**src/rtl/add_seq_pkg.sv**
```systemverilog
// Shared encodings and sizing helpers for the digit-serial adder/subtractor.
package add_seq_pkg;

    typedef enum logic [1:0] {
        ST_IDLE = 2'd0,
        ST_RUN  = 2'd1,
        ST_DONE = 2'd2
    } state_t;

    localparam logic OP_ADD = 1'b0;
    localparam logic OP_SUB = 1'b1;

    // Digit counter width; a single-digit build still needs a 1-bit counter.
    function automatic int cnt_w(input int n, input int d);
        return (n / d > 1) ? $clog2(n / d) : 1;
    endfunction

endpackage

```
**src/rtl/add_seq_rca.sv**
```systemverilog
// One-bit full adder cell and the D-bit ripple-carry chain built from it.
module add_1bit (
    input  logic x,
    input  logic y,
    input  logic ci,
    output logic s,
    output logic co
);
    assign s  = x ^ y ^ ci;
    assign co = (x & y) | (ci & (x ^ y));
endmodule

module add_rca #(
    parameter int D = 4
) (
    input  logic [D-1:0] x,
    input  logic [D-1:0] y,
    input  logic         ci,
    output logic [D-1:0] s,
    output logic         co,
    output logic         c_msb
);
    logic [D:0] c;

    assign c[0] = ci;

    for (genvar i = 0; i < D; i++) begin : g_bit
        add_1bit u_bit (
            .x  (x[i]),
            .y  (y[i]),
            .ci (c[i]),
            .s  (s[i]),
            .co (c[i+1])
        );
    end

    assign co    = c[D];
    // Carry into the top bit of the digit; on the last digit this is the carry into bit N-1.
    assign c_msb = c[D-1];
endmodule

```
**src/rtl/add_seq.sv**
```systemverilog
// Digit-serial N-bit adder/subtractor, D bits per cycle, LSD first, behind a
// 4-phase req/ack handshake.
module add_seq
    import add_seq_pkg::*;
#(
    parameter int N = 16,
    parameter int D = 4
) (
    input  logic         clk,
    input  logic         rst_n,
    input  logic         req,
    input  logic         op,
    input  logic         ci,
    input  logic [N-1:0] x,
    input  logic [N-1:0] y,
    output logic         ack,
    output logic         busy,
    output logic [N-1:0] r,
    output logic         co,
    output logic         ov
);
    localparam int             CW       = cnt_w(N, D);
    localparam int             NDIG     = N / D;
    localparam logic [CW-1:0]  LAST_CNT = CW'(NDIG - 1);

    state_t         state;
    logic [N-1:0]   xs;
    logic [N-1:0]   ys;
    logic [N-1:0]   acc;
    logic           carry;
    logic [CW-1:0]  cnt;

    logic [D-1:0]   dig_s;
    logic           dig_co;
    logic           dig_cmsb;
    logic [N-1:0]   next_acc;

    add_rca #(.D(D)) u_rca (
        .x     (xs[D-1:0]),
        .y     (ys[D-1:0]),
        .ci    (carry),
        .s     (dig_s),
        .co    (dig_co),
        .c_msb (dig_cmsb)
    );

    // New digit enters at the top; after NDIG digits the full sum is aligned.
    assign next_acc = N'({dig_s, acc} >> D);

    assign busy = (state == ST_RUN);

    always_ff @(posedge clk or negedge rst_n) begin
        if (!rst_n) begin
            state <= ST_IDLE;
            ack   <= 1'b0;
            r     <= '0;
            co    <= 1'b0;
            ov    <= 1'b0;
            xs    <= '0;
            ys    <= '0;
            acc   <= '0;
            carry <= 1'b0;
            cnt   <= '0;
        end else begin
            case (state)
                ST_IDLE: begin
                    if (req) begin
                        xs    <= x;
                        ys    <= (op == OP_SUB) ? ~y : y;
                        carry <= (op == OP_SUB) ? ~ci : ci;
                        cnt   <= '0;
                        state <= ST_RUN;
                    end
                end
                ST_RUN: begin
                    if (!req) begin
                        state <= ST_IDLE;
                    end else begin
                        xs    <= xs >> D;
                        ys    <= ys >> D;
                        acc   <= next_acc;
                        carry <= dig_co;
                        if (cnt == LAST_CNT) begin
                            r     <= next_acc;
                            co    <= dig_co;
                            ov    <= dig_cmsb ^ dig_co;
                            ack   <= 1'b1;
                            state <= ST_DONE;
                        end else begin
                            cnt <= cnt + CW'(1);
                        end
                    end
                end
                ST_DONE: begin
                    if (!req) begin
                        ack   <= 1'b0;
                        state <= ST_IDLE;
                    end
                end
                default: begin
                    ack   <= 1'b0;
                    state <= ST_IDLE;
                end
            endcase
        end
    end

endmodule

```
**config.mk**
```make
export PLATFORM = sky130hd
export DESIGN_NAME = add_seq
export DESIGN_NICKNAME = d
export VERILOG_FILES = /design/src/rtl/add_seq_pkg.sv /design/src/rtl/add_seq_rca.sv /design/src/rtl/add_seq.sv
export SDC_FILE = /design/constraint.sdc
export NUM_CORES = 1
export LEC_CHECK = 0
export BUFFER_PORTS_ARGS = -buffer_cell sky130_fd_sc_hd__buf_4
export CELL_PAD_IN_SITES_DETAIL_PLACEMENT = 2
export CELL_PAD_IN_SITES_GLOBAL_PLACEMENT = 2
export CORE_MARGIN = 2
export CORE_UTILIZATION = 39
export DETAILED_ROUTE_END_ITERATION = 8
export GPL_TIMING_DRIVEN = 0
export PLACE_DENSITY = 0.79
export REMOVE_ABC_BUFFERS = 1
export SLEW_MARGIN = 0
export SYNTH_ARGS = -nofsm -noshare
export SYNTH_HDL_FRONTEND = slang
export SYNTH_HIERARCHICAL = 1
export SYNTH_SLANG_ARGS = --single-unit
```
**constraint.sdc**
```tcl
create_clock -name clk -period 5.4 [get_ports clk]
set_clock_uncertainty 0.2 [all_clocks]
set_input_delay 0.81 -clock clk [delete_from_list [all_inputs] [get_ports clk]]
set_output_delay 0.81 -clock clk [all_outputs]
set_load 0.02 [all_outputs]
```
=== Word-level counts from Yosys, hierarchy flattened ===
Index checks and enable logic that the tools add are counted.

* Register bits: 72
* Input port bits: 37
* Output and inout bits: 20
* Word-level logic and storage cells: 76

* Add/sub/neg operators: 1
* Equal/unequal tests: 9
* Muxes and demuxes: 24
* Bitwise operators: 24
* Reductions and logical operators: 8

{| class="wikitable"
|+ Operator list
! cell !! number
|-
| 16-bit 2-to-1 mux || 5
|-
| 16-bit case mux with 2 select lines || 2
|-
| 16-bit NOT || 1
|-
| 2-bit 2-to-1 mux || 7
|-
| 3-bit AND reduction || 3
|-
| 1-bit bitwise XOR || 9
|-
| 1-bit AND || 8
|-
| 2-bit inequality test (second input constant) || 4
|-
| 4-bit AND reduction || 2
|-
| 1-bit 2-to-1 mux || 6
|-
| 2-bit case mux with 3 select lines || 1
|-
| 2-bit == test (second input constant) || 2
|-
| 1-bit OR || 4
|-
| 2-bit case mux with 2 select lines || 1
|-
| 3-bit by 2-bit inequality test with 1-bit output (second input constant) || 1
|-
| 1-bit case mux with 3 select lines || 1
|-
| 2-bit by 1-bit adder with 2-bit output (second input constant) || 1
|-
| 2-bit by 1-bit == test with 1-bit output (second input constant) || 1
|-
| 2-bit logical NOT || 1
|-
| 2-bit by 1-bit inequality test with 1-bit output (second input constant) || 1
|-
| 1-bit NOT || 2
|-
| 1-bit case mux with 2 select lines || 1
|-
| 2-bit AND reduction || 1
|-
| 2-bit nonzero test || 1
|}

=== Logic depth before layout (Yosys ltp) ===
Gate-level depths: netlist of run 1.

* Depth in word-level cells: 11
* Gate-level depth with buffers: 6

=== Hierarchy ===
The synthesis of run 1 kept the hierarchy.

{| class="wikitable"
|+ Modules (own cells, without submodules)
! module !! times used !! cells each !! area each (sq um)
|-
| add_seq || 1 || 244 || 2,969.1
|-
| add_1bit || 4 || 1 || 20.0
|}

=== Worst setup path before layout of run 1 ===
Ideal clock, no wire load.

* Path kind: register to register
* From: register ys[0]
* To: register r[15]
* Data arrival time: 2.417 ns
* Path slack: 2.658 ns
* Stages on the path, launching flop included: 6
* Period minus slack after synthesis: 2.742 ns
* Path through: dfrtp_1 > fa_1 > fa_1 > fa_1 > fa_1 > mux2_2

* Longest elaborated chain between the ends: 8

{| class="wikitable"
|+ Ends and longest elaborated chain
! element !! line !! RTL
|-
| start: declaration || add_seq.sv:28 || <nowiki>logic [N-1:0] ys;</nowiki>
|-
| start signal: assignment || add_seq.sv:69 || <nowiki>ys <= (op == OP_SUB) ? ~y : y;</nowiki>
|-
| start signal: assignment || add_seq.sv:80 || <nowiki>ys <= ys >> D;</nowiki>
|-
| 1-bit bitwise XOR || add_seq_rca.sv:10 || <nowiki>assign co = (x & y) | (ci & (x ^ y));</nowiki>
|-
| 1-bit AND || add_seq_rca.sv:10 ||
|-
| 1-bit OR (*) || add_seq_rca.sv:10 ||
|-
| net u_rca.c[1] || add_seq_rca.sv:23 || <nowiki>logic [D:0] c;</nowiki>
|-
| 1-bit AND (*) || add_seq_rca.sv:10 ||
|-
| 1-bit OR (*) || add_seq_rca.sv:10 ||
|-
| net u_rca.c[2] || add_seq_rca.sv:23 ||
|-
| 1-bit AND (*) || add_seq_rca.sv:10 ||
|-
| 1-bit OR (*) || add_seq_rca.sv:10 ||
|-
| net dig_cmsb || add_seq.sv:35 || <nowiki>logic dig_cmsb;</nowiki>
|-
| 1-bit bitwise XOR (*) || add_seq_rca.sv:9 || <nowiki>assign s = x ^ y ^ ci;</nowiki>
|-
| net dig_s[3] || add_seq.sv:33 || <nowiki>logic [D-1:0] dig_s;</nowiki>
|-
| end signal: assignment || add_seq.sv:84 || <nowiki>r <= next_acc;</nowiki>
|-
| end: declaration || add_seq.sv:18 || <nowiki>output logic [N-1:0] r,</nowiki>
|}

The timed path passes the listed nets; every way through them passes the cells marked *.
A chain may end at the register's enable or synchronous reset.

=== Worst setup path after layout of run 1 ===
Ends and elaborated chain as after synthesis.

==> impl_metrics.py, run 1 <==
metrics = {
    "outcome": {
        "status": "completed",
    },
    "timing": {
        "relSlewSlack_pct": 27.4,
        "fin_setup_tns_ps": 0,
        "worst_pin_slew_ps": 1080,
        "maxSlewViolCount": 0,
        "hold_violations": 0,
        "period_minus_slack_ps": 2870,
        "max_freq_mhz": 349,
        "fin_crit_sh_pct": 53.1,
        "setup_viol": 0,
        "setup_ws_ps": 2530,
        "rsz0062_at_grt": "no",
    },
    "die": {
        "core_um2": 7650,
        "die_w_um": 92.4,
        "rows": 32,
        "ios": 57,
        "die_y_um": 92.4,
        "start_util_pct": 39.9,
        "dieArea_um2": 8540,
    },
    "final_layout": {
        "final_common_cell": "dfrtp_1",
        "final_cell_mix": "67 x dfrtp_1, 56 x buf_4, 35 x nand2_1",
        "drive_gt1_share_pct": 33.0,
        "syn2layout_area_growth_pct": 22.8,
        "antenna_cells": 0,
        "nets": 343,
        "design_area_um2": 3740,
        "num-fill-cells": 782,
    },
    "clocking": {
        "postCtsSetupBuffers": 0,
        "insertion_delay_ps": 340,
        "cts_resized": 0,
        "cts_tree": "yes",
        "cts_buffer_depth": 2,
        "cts_root_buf": "clkbuf_8",
        "cts_buffers": 9,
        "cts.sinks": 68,
        "path_clk_slew_ps": 70,
        "cts.htree.levels": 3,
        "postCtsHoldBufs": 0,
    },
    "route": {
        "vias_per_cell": 4.97,
        "antenna_left": 0,
        "vias": 2026,
        "drt_iter0_drc": 62,
        "drcViolationCount": 0,
        "first_pass_iters": 4,
        "drt-total-wl_um": 6410,
        "wl_per_cell_um": 15.7,
    },
    "hold_path": {
        "hold_class": "reg -> reg",
        "hold_path.startpoint": "xs[14]$_DFFE_PN0P_",
        "min_to": "xs[14]$_DFFE_PN0P_",
        "hold_depth": 2,
    },
    "synth": {
        "yosysTopAreaCell": "dfrtp_1",
        "ys.flop_type": "dfrtp_1",
        "synth_cell_type_count": 22,
        "synth_edf_count": 0,
        "ys_warn_count": 6,
        "yosys.area.top_type_share_pct": 55.8,
        "ys_ff_latch": 68,
        "synth.area.top_cells": "dfrtp_1 56%, mux2_2 10%, mux2i_1 8.5%",
        "synthArstFlopShare_pct": 100,
        "syn_area_per_cell_um2": 12.3,
        "synthCells": 248,
        "synth_area_um2": 3050,
        "seq_area_frac_synth_pct": 55.8,
    },
    "placement": {
        "gp_congestion": 0.660,
        "dp_hpwl_um": 4240,
        "dp_slack_ps": 2540,
        "placed_cell_area_um2": 3560,
        "port-buffer-count": 56,
    },
    "global_routing": {
        "grt.busiest_layer": "met2",
        "met3_usage_pct": 3.82,
        "antenna_found_initial": 0,
        "grt_pass1_wl_um": 11000,
        "grtUsageTotal_pct": 16.7,
        "grt_pass1_vias": 2304,
        "grt_max_degree": 69,
        "grt_overflow": 0,
        "use_met1_pct": 20.8,
        "grtUsageMet2_pct": 28.0,
    },
    "power_and_ir_drop": {
        "vdd_drop_max_v": 0.000120,
        "p_per_area_nw_per_um2": 426,
        "power_mw": 1.59,
        "p_leak_nw": 1.81,
    },
    "critical_path": {
        "path_max_fanout": 2,
        "r2r_end": "r[15]$_DFFE_PN0P_",
        "regToRegStartpoint": "ys[0]$_DFFE_PN0P_",
        "cp_data_arrival_time_ps": 2880,
        "endpoint_kind": "flop",
        "critPathKind": "reg -> reg",
        "start_kind": "flop",
        "r2r_cells": 5,
        "required_ps": 5410,
        "rrSetupSlack_ps": 2530,
    },
    "flow_run": {
        "cap_violations": 0,
    },
}
-- critical path, cell delays in order, from the launching register on --
cell,delay [ps]
dfrtp_1,400
fa_1,450
fa_1,440
fa_1,470
fa_1,510
mux2_2,290
-- report_power, final --
| group | internal [mW] | switching [mW] |
|---|---|---|
| Clock | 0.226 | 0.184 |
| Combinational | 0.227 | 0.212 |
| Sequential | 0.655 | 0.0918 |
-- kinds of logic after synthesis --
kind of cell,share of synthesized area (%)
xor+xnor,5.17
mux,19.2
simple gates,7.10
buf+inv,2.75
flops,55.8
compound gates,6.89
fa+ha+maj,3.04
-- state kept, by name (all words and copies together) (netlist names) --
signal / cells
state: 2
ov: 1
ack: 1
carry: 1
ys: 16
co: 1
acc: 12
xs: 16
cnt: 2
r: 16
-- final cells by class --
class | count | area (µm²) | share of cell area (%)
sequential | 68 | 1700 | 45.5
multi-input combinational | 164 | 1270 | 33.8
tap | 102 | 128 | 3.41
clock buffer | 14 | 153 | 4.08
clock inverter | 2 | 35.0 | 0.936
timing repair buffer | 58 | 460 | 12.3
-- stage by stage --
step           utilization (%)  cells  hold slack, ps
6_report                  49.0    408             281
5_1_grt                   49.0    408             300
4_1_cts                   49.0    408             290
3_5_place_dp              46.5    392             273
3_3_place_gp              45.9    390             261
2_1_floorplan                -    232             250
-- how the worst max path moves through the flow --
stage                               startpoint                end  slack [ps]  cells past startpoint
after global placement    state[0]$_DFFE_PN0P_   r[3]$_DFFE_PN0P_        1460                      2
final                        ys[0]$_DFFE_PN0P_  r[15]$_DFFE_PN0P_        2530                      5
after global routing         ys[0]$_DFFE_PN0P_     ov$_DFFE_PN0P_        2400                      6
after floorplan           state[0]$_DFFE_PN0P_   r[3]$_DFFE_PN0P_        2470                      2
after CTS                    ys[0]$_DFFE_PN0P_  r[15]$_DFFE_PN0P_        2510                      5
after detailed placement     ys[0]$_DFFE_PN0P_     ov$_DFFE_PN0P_        2540                      6
-- metal layers --
layer  up-vias  share of wire (%)
li1        949                  -
met1      1023                 45
met2        49                 50
met3         5                4.3
met4         0               0.89
met5         -                  0
-- synth_stat cells (2+ instances only) --
| cell type | instances |
|---|---|
| a22o_1 | 4 |
| and2_1 | 2 |
| buf_2 | 10 |
| buf_4 | 3 |
| clkbuf_1 | 3 |
| dfrtp_1 | 68 |
| fa_1 | 4 |
| mux2_2 | 28 |
| mux2i_1 | 26 |
| nand2_1 | 35 |
| nand2b_1 | 6 |
| nor2_1 | 2 |
| o21ai_0 | 32 |
| xor2_1 | 17 |
Note: power is estimated with default switching activity, not from simulation.
==> run 2: changes to the inputs <==
--- a/config.mk
+++ b/config.mk
@@ -9,10 +9,10 @@
 export CELL_PAD_IN_SITES_DETAIL_PLACEMENT = 2
 export CELL_PAD_IN_SITES_GLOBAL_PLACEMENT = 2
 export CORE_MARGIN = 2
-export CORE_UTILIZATION = 39
+export CORE_UTILIZATION = 33
 export DETAILED_ROUTE_END_ITERATION = 8
 export GPL_TIMING_DRIVEN = 0
-export PLACE_DENSITY = 0.79
+export PLACE_DENSITY = 0.71
 export REMOVE_ABC_BUFFERS = 1
 export SLEW_MARGIN = 0
 export SYNTH_ARGS = -nofsm -noshare
==> constraint.sdc (replaced) <==
create_clock -name clk -period 2.44 [get_ports clk]
set_clock_uncertainty 0.2 [all_clocks]
set_input_delay 0.366 -clock clk [delete_from_list [all_inputs] [get_ports clk]]
set_output_delay 0.366 -clock clk [all_outputs]
set_load 0.02 [all_outputs]
==> run 2 against run 1 <==
Against the previous run: the flow now finishes with violations (setup timing); critical path depth did not move; flip-flop and latch count did not move; register-to-register slack got worse by 2600 ps; sequential share of layout area fell by 1.4 points; wire length rose by 8.0%; worst setup slack got worse by 2600 ps; via count rose by 1.2%; first-iteration DRC count fell by 8.1%; clock power rose to 2.8 times the previous value; core utilization fell by 6.5 points; cell count rose by 3.2%; combinational power rose by 130%.
==> impl_metrics.py, run 2 (synthesis results as in run 1) <==
metrics = {
    "final_layout": {
        "nets": 347,
        "final_common_cell": "dfrtp_1",
        "largestRegisters": "r x16, xs x16, ys x16",
        "syn2layout_area_growth_pct": 26.8,
        "final_cell_mix": "67 x dfrtp_1, 58 x buf_4, 35 x nand2_1",
        "antenna_cells": 0,
        "drive_gt1_share_pct": 35.5,
    },
    "route": {
        "antenna_left": 0,
        "drt-total-wl_um": 6920,
        "vias_per_cell": 4.87,
        "drcViolationCount": 0,
        "drt_iter0_drc": 57,
        "first_pass_iters": 3,
        "vias": 2050,
        "wl_per_cell_um": 16.4,
    },
    "timing": {
        "maxSlewViolCount": 0,
        "setup_viol": 5,
        "max_freq_mhz": 394,
        "worst_pin_slew_ps": 877,
        "relSlewSlack_pct": 41.5,
        "hold_violations": 0,
        "fin_crit_sh_pct": 104,
        "period_minus_slack_ps": 2540,
        "setup_ws_ps": -97.6,
        "rsz0062_at_grt": "yes",
        "whs_ps": 87.2,
    },
    "global_routing": {
        "met3_usage_pct": 3.76,
        "grtUsageTotal_pct": 15.3,
        "grt.busiest_layer": "met2",
        "grt_max_degree": 69,
        "grt_pass1_vias": 2353,
        "antenna_found_initial": 0,
        "grt_overflow": 0,
        "grtUsageMet2_pct": 27.1,
        "use_met1_pct": 18.2,
        "grt_pass1_wl_um": 11800,
    },
    "placement": {
        "gp_congestion": 0.676,
        "port-buffer-count": 56,
        "dp_hpwl_um": 4560,
    },
    "clocking": {
        "cts.sinks": 68,
        "cts_buffers": 9,
        "cts_tree": "yes",
        "cts.htree.levels": 3,
        "path_clk_slew_ps": 70,
        "insertion_delay_ps": 340,
        "cts_buffer_depth": 2,
        "cts_root_buf": "clkbuf_8",
    },
    "critical_path": {
        "path_max_fanout": 2,
        "rrSetupSlack_ps": -100,
        "required_ps": 2460,
        "start_kind": "flop",
        "r2r_cells": 5,
        "cp_data_arrival_time_ps": 2550,
        "crit_path_end": "r[15]$_DFFE_PN0P_",
        "regToRegStartpoint": "xs[0]$_DFFE_PN0P_",
        "r2r_end": "r[15]$_DFFE_PN0P_",
        "crit_start": "xs[0]$_DFFE_PN0P_",
        "critPathKind": "reg -> reg",
        "endpoint_kind": "flop",
    },
    "power_and_ir_drop": {
        "p_sw_share_pct": 29.1,
        "p_leak_nw": 1.86,
        "internal_power_mw": 2.71,
        "combPwrFrac_pct": 26.1,
        "power_mw": 3.82,
        "power_frac_seq_pct": 43.7,
        "clock_power_share_pct": 30.3,
        "p_per_area_nw_per_um2": 987,
        "p_switching_mw": 1.11,
        "vdd_drop_max_v": 0.000374,
    },
    "die": {
        "start_util_pct": 33.5,
        "dieArea_um2": 10000,
        "core_um2": 9110,
        "die_y_um": 100,
        "die_w_um": 100,
        "rows": 35,
        "ios": 57,
    },
    "hold_path": {
        "hold_class": "in -> reg",
    },
    "outcome": {
        "status": "finished, violations left",
        "violations": "setup timing",
    },
    "flow_run": {
        "cap_violations": 0,
    },
}
run 2: how the worst min path moves through the flow:
stage | to | depth (start not counted) | startpoint | slack (ps)
finish | xs[15]$_DFFE_PN0P_ | 3 | x[15] | 90
global route | xs[15]$_DFFE_PN0P_ | 3 | x[15] | 110
CTS | xs[15]$_DFFE_PN0P_ | 3 | x[15] | 70
detailed placement | ys[10]$_DFFE_PN0P_ | 2 | ys[10]$_DFFE_PN0P_ | 280
global placement | xs[15]$_DFFE_PN0P_ | 2 | xs[15]$_DFFE_PN0P_ | 260
floorplan | acc[10]$_DFFE_PN0P_ | 0 | rst_n | -130
run 2: final cells by class:
type | count | area (µm²)
Tap cell | 111 | 139
Fill cell | 971 | 5240
Sequential cell | 68 | 1700
Multi-Input combinational cell | 165 | 1290
Clock inverter | 4 | 95.1
Timing Repair Buffer | 61 | 485
Clock buffer | 12 | 155
run 2: metal layers:
metal  wire (µm)  vias to the layer above  share of wire, %
li1            -                      958                 -
met3         291                       11               4.2
met5           0                        -                 0
met2        3490                       51                50
met4          98                        0               1.4
met1        3040                     1030                44
run 2: timing repair:
item	4_1_cts	5_1_grt
resized for setup	5	1
hold buffers	1	0
pin swaps	5	0
hold endpoints to repair	68	0
endpoints found under the setup margin	20	5
buffers inserted	1	1
cloned	1	0
run 2: through the flow:
step                setup TNS (ps)  area, µm²  worst slack, ps  util [%]  instances
floorplan                   -10030       2970             -488         -        232
detailed placement           -4580       3570             -466      39.2        401
finish                        -387       3870            -97.6      42.4        421
CTS                           -448       3850             -116      42.3        420
global route                  -738       3870             -168      42.4        421
global placement            -47640       3520            -1540      38.7        399
run 2: power by group through the flow:
stage	clock, mW	sequential (mW)	combinational [mW]
2_1_floorplan	0	1.77	0.437
3_3_place_gp	0	1.68	0.907
3_5_place_dp	0	1.70	0.978
4_1_cts	1.19	1.68	0.998
5_1_grt	1.22	1.72	1.09
6_report	1.15	1.67	0.995
run 2: worst max-delay path, stage by stage (launching register included):
cell     delay [ps]
dfrtp_1         410
fa_2            400
fa_2            350
fa_2            360
fa_2            430
mux2_4          270
